<file path="src/rtl/inspect_sequencer_if.sv">
// Sequencer <-> quality classifier link: latched sensor flags out, one-hot grade back.
interface inspect_sequencer_if;
  logic [2:0] sens_o;      // {color, size, weight}
  logic       sens_vld_o;  // 1-cycle strobe: sens_o newly loaded
  logic [2:0] grade_i;     // one-hot {high, medium, low}

  modport master (
    output sens_o,
    output sens_vld_o,
    input  grade_i
  );

  modport slave (
    input  sens_o,
    input  sens_vld_o,
    output grade_i
  );
endinterface

</file>
<file path="src/rtl/inspect_sequencer.sv">
// Per-item inspection sequencer: settle, sample sensors, wait for the classifier grade,
// drive the reject diverter. Optional statistics counters under INSPECT_STATS_EN.
module inspect_sequencer #(
  parameter int unsigned SETTLE_CYC = 8,
  parameter int unsigned GRADE_LAT  = 2,
  parameter int unsigned EJECT_CYC  = 16,
  parameter int unsigned CNT_W      = 8
) (
  input  logic                 clk,
  input  logic                 rst,
  input  logic                 item_i,
  input  logic                 weight_i,
  input  logic                 size_i,
  input  logic                 color_i,
  inspect_sequencer_if.master  cls,
  output logic [1:0]           grade_o,
  output logic                 done_o,
  output logic                 reject_o,
  output logic                 abort_o,
  output logic                 err_o,
  output logic                 busy_o,
  input  logic [1:0]           cnt_sel_i,
  output logic [CNT_W-1:0]     cnt_o
);

  localparam int unsigned MAX_SG  = (SETTLE_CYC > GRADE_LAT) ? SETTLE_CYC : GRADE_LAT;
  localparam int unsigned MAX_CYC = (MAX_SG > EJECT_CYC) ? MAX_SG : EJECT_CYC;
  localparam int unsigned TW      = (MAX_CYC > 1) ? $clog2(MAX_CYC) : 1;

  localparam logic [TW-1:0] SETTLE_LAST = TW'(SETTLE_CYC - 1);
  localparam logic [TW-1:0] GRADE_LAST  = TW'(GRADE_LAT - 1);
  localparam logic [TW-1:0] EJECT_LAST  = TW'(EJECT_CYC - 1);

  typedef enum logic [2:0] {
    S_IDLE,
    S_SETTLE,
    S_SAMPLE,
    S_GRADE,
    S_EJECT,
    S_WAIT_CLR
  } state_t;

  state_t          r_state, w_state_nxt;
  logic [TW-1:0]   r_cnt, w_cnt_nxt;
  logic            r_item_q;
  logic            r_armed;
  logic [2:0]      r_sens;
  logic            r_sens_vld;
  logic [1:0]      r_grade;
  logic            r_done;
  logic            r_err;
  logic            r_abort;
  logic            r_reject;

  logic            w_rise;
  logic            w_abort;
  logic            w_load;
  logic            w_take;
  logic [1:0]      w_grade_dec;
  logic            w_grade_bad;

  // r_armed stays low after reset until item_i is seen low, so an item that was
  // present across reset must clear and rise again before it is inspected.
  assign w_rise = item_i & ~r_item_q & r_armed;

  always_comb begin
    w_grade_dec = 2'd1;
    w_grade_bad = 1'b0;
    case (cls.grade_i)
      3'b001:  w_grade_dec = 2'd1;
      3'b010:  w_grade_dec = 2'd2;
      3'b100:  w_grade_dec = 2'd3;
      default: w_grade_bad = 1'b1;
    endcase
  end

  always_ff @(posedge clk) begin
    if (rst) begin
      r_state <= S_IDLE;
      r_cnt   <= '0;
    end else begin
      r_state <= w_state_nxt;
      r_cnt   <= w_cnt_nxt;
    end
  end

  always_comb begin
    w_state_nxt = r_state;
    w_cnt_nxt   = r_cnt + TW'(1);
    w_abort     = 1'b0;
    w_load      = 1'b0;
    w_take      = 1'b0;
    case (r_state)
      S_IDLE: begin
        w_cnt_nxt = '0;
        if (w_rise) w_state_nxt = S_SETTLE;
      end
      S_SETTLE: begin
        if (!item_i) begin
          w_abort     = 1'b1;
          w_cnt_nxt   = '0;
          w_state_nxt = S_IDLE;
        end else if (r_cnt == SETTLE_LAST) begin
          w_cnt_nxt   = '0;
          w_state_nxt = S_SAMPLE;
        end
      end
      S_SAMPLE: begin
        w_load      = 1'b1;
        w_cnt_nxt   = '0;
        w_state_nxt = S_GRADE;
      end
      S_GRADE: begin
        if (r_cnt == GRADE_LAST) begin
          w_take      = 1'b1;
          w_cnt_nxt   = '0;
          w_state_nxt = (w_grade_dec == 2'd1) ? S_EJECT : S_WAIT_CLR;
        end
      end
      S_EJECT: begin
        if (r_cnt == EJECT_LAST) begin
          w_cnt_nxt   = '0;
          w_state_nxt = S_WAIT_CLR;
        end
      end
      S_WAIT_CLR: begin
        w_cnt_nxt = '0;
        if (!item_i) w_state_nxt = S_IDLE;
      end
      default: begin
        w_cnt_nxt   = '0;
        w_state_nxt = S_IDLE;
      end
    endcase
  end

  always_ff @(posedge clk) begin
    if (rst) begin
      r_item_q   <= 1'b0;
      r_armed    <= 1'b0;
      r_sens     <= '0;
      r_sens_vld <= 1'b0;
      r_grade    <= '0;
      r_done     <= 1'b0;
      r_err      <= 1'b0;
      r_abort    <= 1'b0;
      r_reject   <= 1'b0;
    end else begin
      r_item_q   <= item_i;
      r_armed    <= r_armed | ~item_i;
      r_sens_vld <= w_load;
      if (w_load) r_sens <= {color_i, size_i, weight_i};
      r_done     <= w_take;
      r_err      <= w_take & w_grade_bad;
      if (w_take) r_grade <= w_grade_dec;
      r_abort    <= w_abort;
      // Registered from the state, so the diverter rises the cycle after done_o.
      r_reject   <= (r_state == S_EJECT);
    end
  end

  assign cls.sens_o     = r_sens;
  assign cls.sens_vld_o = r_sens_vld;
  assign grade_o        = r_grade;
  assign done_o         = r_done;
  assign err_o          = r_err;
  assign abort_o        = r_abort;
  assign reject_o       = r_reject;
  assign busy_o         = (r_state != S_IDLE);

`ifdef INSPECT_STATS_EN
  logic [CNT_W-1:0] r_stat [4];
  logic [1:0]       w_stat_idx;

  assign w_stat_idx = w_grade_dec - 2'd1;

  // Index 0..2 follow the grade, index 3 counts errors; an error also lands in low.
  always_ff @(posedge clk) begin
    if (rst) begin
      for (int unsigned k = 0; k < 4; k++) r_stat[k] <= '0;
    end else if (w_take) begin
      if (r_stat[w_stat_idx] != '1) r_stat[w_stat_idx] <= r_stat[w_stat_idx] + CNT_W'(1);
      if (w_grade_bad && (r_stat[3] != '1)) r_stat[3] <= r_stat[3] + CNT_W'(1);
    end
  end

  assign cnt_o = r_stat[cnt_sel_i];
`else
  logic [1:0] w_unused_sel;
  assign w_unused_sel = cnt_sel_i;
  assign cnt_o        = '0;
`endif

endmodule

</file>
<file path="src/flat_wrapper.sv">
// flat-port wrapper written by rule: the top's interface ports become plain ports
module inspect_sequencer_flat 
#(
  parameter int unsigned SETTLE_CYC = 8,
  parameter int unsigned GRADE_LAT  = 2,
  parameter int unsigned EJECT_CYC  = 16,
  parameter int unsigned CNT_W      = 8
)
  (clk, rst, item_i, weight_i, size_i, color_i, grade_o, done_o, reject_o, abort_o, err_o, busy_o, cnt_sel_i, cnt_o, cls_sens_o, cls_sens_vld_o, cls_grade_i);
  inspect_sequencer_if cls_i ();
  input  logic clk;
  input  logic rst;
  input  logic item_i;
  input  logic weight_i;
  input  logic size_i;
  input  logic color_i;
  output logic [1:0] grade_o;
  output logic done_o;
  output logic reject_o;
  output logic abort_o;
  output logic err_o;
  output logic busy_o;
  input  logic [1:0] cnt_sel_i;
  output logic [CNT_W-1:0] cnt_o;
  output wire logic [$bits(cls_i.sens_o)-1:0] cls_sens_o;
  output wire logic [$bits(cls_i.sens_vld_o)-1:0] cls_sens_vld_o;
  input wire logic [$bits(cls_i.grade_i)-1:0] cls_grade_i;
  assign cls_sens_o = cls_i.sens_o;
  assign cls_sens_vld_o = cls_i.sens_vld_o;
  assign cls_i.grade_i = cls_grade_i;
  inspect_sequencer #(.SETTLE_CYC(SETTLE_CYC), .GRADE_LAT(GRADE_LAT), .EJECT_CYC(EJECT_CYC), .CNT_W(CNT_W)) u_core (.clk(clk), .rst(rst), .item_i(item_i), .weight_i(weight_i), .size_i(size_i), .color_i(color_i), .cls(cls_i), .grade_o(grade_o), .done_o(done_o), .reject_o(reject_o), .abort_o(abort_o), .err_o(err_o), .busy_o(busy_o), .cnt_sel_i(cnt_sel_i), .cnt_o(cnt_o));
endmodule
</file>
<file path="config.mk">
export PLATFORM = sky130hd
export DESIGN_NAME = inspect_sequencer_flat
export DESIGN_NICKNAME = d
export VERILOG_FILES = /design/src/rtl/inspect_sequencer_if.sv /design/src/rtl/inspect_sequencer.sv /design/src/flat_wrapper.sv
export SDC_FILE = /design/constraint.sdc
export NUM_CORES = 1
export LEC_CHECK = 0
export ABC_AREA = 0
export CELL_PAD_IN_SITES_DETAIL_PLACEMENT = 2
export CELL_PAD_IN_SITES_GLOBAL_PLACEMENT = 2
export CORE_ASPECT_RATIO = 1.2
export CORE_MARGIN = 2
export CORE_UTILIZATION = 27
export DETAILED_ROUTE_END_ITERATION = 16
export GPL_TIMING_DRIVEN = 0
export PLACE_DENSITY = 0.91
export SYNTH_ARGS = -nofsm -noshare
export SYNTH_HDL_FRONTEND = slang
export SYNTH_SLANG_ARGS = --single-unit
</file>
<file path="constraint.sdc">
create_clock -name clk -period 3.15 [get_ports clk]
set_input_delay 0.63 -clock clk [delete_from_list [all_inputs] [get_ports clk]]
set_output_delay 0.63 -clock clk [all_outputs]
set_load 0.01 [all_outputs]
</file>
==> run_results.csv <==
group,metric,value,unit
run_status,run_status,"completed",
timing,holdWs,469,ps
floorplan,top_level_ports,30,
clock_tree,insertion_delay,310,ps
routing,drtIter0Drc,7,
cells_and_area,design_area,1150,sq um
timing,tns,0,ps
logic_synthesis,synth_top_family_by_area,"simple AND/OR/NAND/NOR gates",
logic_synthesis,synthDominantCellAreaShare,43.9,%
logic_synthesis,syn_inst,95,
flow_run,maxCapViolCount,0,
clock_tree,cts_setup_buffers,0,
worst_setup_path,endpoint_kind,"output port",
clock_tree,cts.clk_slew.worst_paths,100,ps
global_route,grt_overflow,0,
pwr,ir_worst_vdd,245,uV
clock_tree,cts_resized,0,
timing,setup_viol,0,
timing,tightestPinTransition,534,ps
floorplan,start_util,28.4,%
logic_synthesis,yosys_warnings,0,
global_route,grt_usage,11.6,%
floorplan,row_count,22,
pwr,power.leakage,0.466,nW
logic_synthesis,synthDistinctLibCells,32,
cells_and_area,diodes,0,
clock_tree,root_buffer,"clkbuf_4",
routing,drc_errors,0,
clock_tree,clock-sinks,19,
worst_setup_path,crit_arrival,1590,ps
clock_tree,ctsHoldBuffers,0,
floorplan,die_area,3680,sq um
logic_synthesis,yosysTopAreaCell,"dfxtp_1",
timing,fin_crit_sh,70.5,%
global_route,grt_pass1_wl,3.41,mm
logic_synthesis,synth.mux.area_fraction,5.77,%
routing,num_vias,747,
routing,postRouteAntennaNets,0,
routing,wire_per_inst,12.6,microns
logic_synthesis,ys_ff_latch,19,
logic_synthesis,ys_seq_area_share,43.9,%
global_route,grt_antenna_before_repair,0,
worst_setup_path,critPathLaunchType,"register",
timing,maxSlewHeadroom,64.4,%
pwr,p_per_area,363,nW/um^2
timing,layout_min_cycle_time,2220,ps
worst_setup_path,cp_max_fo,8,
worst_setup_path,critPathKind,"reg2out",
logic_synthesis,synth_area,867,sq um
floorplan,die_x,55.7,microns
logic_synthesis,synth-xor-area-share,3.03,%
cells_and_area,areaGrowthSynthToFinish,32.2,%
worst_setup_path,reg2reg_depth,5,
global_route,grt_max_degree,12,
clock_tree,cts_tree,"built",
clock_tree,h-tree-depth,1,
logic_synthesis,synthSimpleGateAreaFrac,27.6,%
timing,drv_slew,0,
placement,place_congestion,0.668,
timing,hold_viol,0,
routing,dr.pass1.iters,2,
placement,portBuffers,18,
timing,clock_skew,11.9,ps
clock_tree,cts_buffers,3,
routing,wl,2.02,mm
global_route,grt_pass1_vias,750,
clock_tree,cts_buffer_depth,2,
cells_and_area,fill_cells,344,
hold_path,min_path_type,"reg2reg",
logic_synthesis,synth_fa_ha_area_share,2.89,%
cells_and_area,nets,138,
timing,fmax,0.450,GHz
cells_and_area,finalCoreUtilization,37.5,%
floorplan,core-area,3060,sq um
placement,postPlaceCellArea,1120,sq um
logic_synthesis,syn_area_per_cell,9.13,sq um
hold_path,min_path_cells,2,
logic_synthesis,synth_compound_area_share,6.78,%
cells_and_area,drive_gt1_share,13.7,%
floorplan,die_h,66.1,microns
cells_and_area,final_common_cell,"dfxtp_1",
worst_setup_path,cp.required,2520,ps
placement,dpl.hpwl,1.55,mm
timing,rsz0062_at_grt,"no",
cells_and_area,final_cell_mix,"19 x dfxtp_1, 18 x clkdlybuf4s50_1, 13 x nor2_1",
routing,avgViaCountPerCell,4.67,
logic_synthesis,synthTopCellsByArea,"dfxtp_1 44%, buf_4 6.9%, mux2i_1 5.8%",
power breakdown:
group | internal, mW | switching [mW] | leakage, nW
combinational | 0.0228 | 0.0207 | 0.295
clock | 0.0475 | 0.0799 | 0.0177
sequential | 0.243 | 0.00256 | 0.154
path summary, 6_finish.rpt:
kind	start	end	slack, ps
max reg2reg	u_core.r_cnt[0]	u_core.r_cnt[0]	1490
min	u_core.r_armed	u_core.r_armed	470
max	u_core.r_state[0]	busy_o	930
min reg2reg	u_core.r_armed	u_core.r_armed	470
synthesized netlist by cell type:
| cell type | number |
|---|---|
| dfxtp_1 | 19 |
| nor2_1 | 13 |
| buf_4 | 8 |
| mux2i_1 | 5 |
| nor2b_1 | 5 |
| nor3_1 | 5 |
| nand2_1 | 4 |
| a21oi_1 | 3 |
| a31oi_1 | 3 |
| inv_1 | 3 |
| nand3_1 | 3 |
| ha_1 | 2 |
| or3_1 | 2 |
| xnor2_1 | 2 |
| a22oi_1 | 1 |
| a31oi_2 | 1 |
| and3b_1 | 1 |
| buf_1 | 1 |
| buf_2 | 1 |
| clkbuf_1 | 1 |
| conb_1 | 1 |
| nand2b_1 | 1 |
| nand4_1 | 1 |
| nand4bb_1 | 1 |
| nor3_2 | 1 |
| nor3b_1 | 1 |
| nor4_1 | 1 |
| nor4b_2 | 1 |
| o21ai_0 | 1 |
| or3b_1 | 1 |
| or3b_4 | 1 |
| xor2_1 | 1 |
routing by layer:
| metal | vias to the layer above | routed length, microns | track usage, % | part of all wire (%) |
|---|---|---|---|---|
| li1 | 365 | - | - | - |
| met1 | 360 | 876 | 14.3 | 43 |
| met2 | 19 | 1030 | 20.4 | 51 |
| met3 | 3 | 79 | 1.57 | 3.9 |
| met4 | 0 | 30 | 4.57 | 1.5 |
| met5 | - | 0 | 0 | 0 |
stage by stage:
stage / total power, mW / worst slack, ps / instances
2_1_floorplan: 0.277 / 1720 / 102
3_3_place_gp: 0.293 / 1170 / 156
3_5_place_dp: 0.295 / 1110 / 156
4_1_cts: 0.422 / 908 / 160
5_1_grt: 0.440 / 816 / 160
6_report: 0.417 / 930 / 160
final cells by class:
type | instances | area [sq um] | share of cell area (%)
Multi-Input combinational cell | 69 | 429 | 37.4
Sequential cell | 19 | 380 | 33.2
Timing Repair Buffer | 18 | 180 | 15.7
Buffer | 11 | 72.6 | 6.33
Tap cell | 36 | 45.0 | 3.93
Clock buffer | 3 | 22.5 | 1.97
Inverter | 3 | 11.3 | 0.983
Clock inverter | 1 | 5.00 | 0.437
logic make-up (layout without fill, tap and decap cells):
logic type,Yosys count,in the layout
simple gates,42,42
flops,19,19
buf+inv,14,36
compound gates,9,9
mux,5,5
xor+xnor,3,3
fa+ha+maj,2,2
other cells,1,8
registers in the layout (all words and copies together) (netlist names), 2 cells and up:
register,cells
u_core.r_state,3
u_core.grade_o,2
u_core.r_cnt,4
u_core.cls.sens_o,3
critical path, cell delays in order, from the launching register on:
cell	delay (ps)
dfxtp_1	390
or3_1	410
clkdlybuf4s50_1	490
Note: power is estimated with default switching activity, not from simulation.
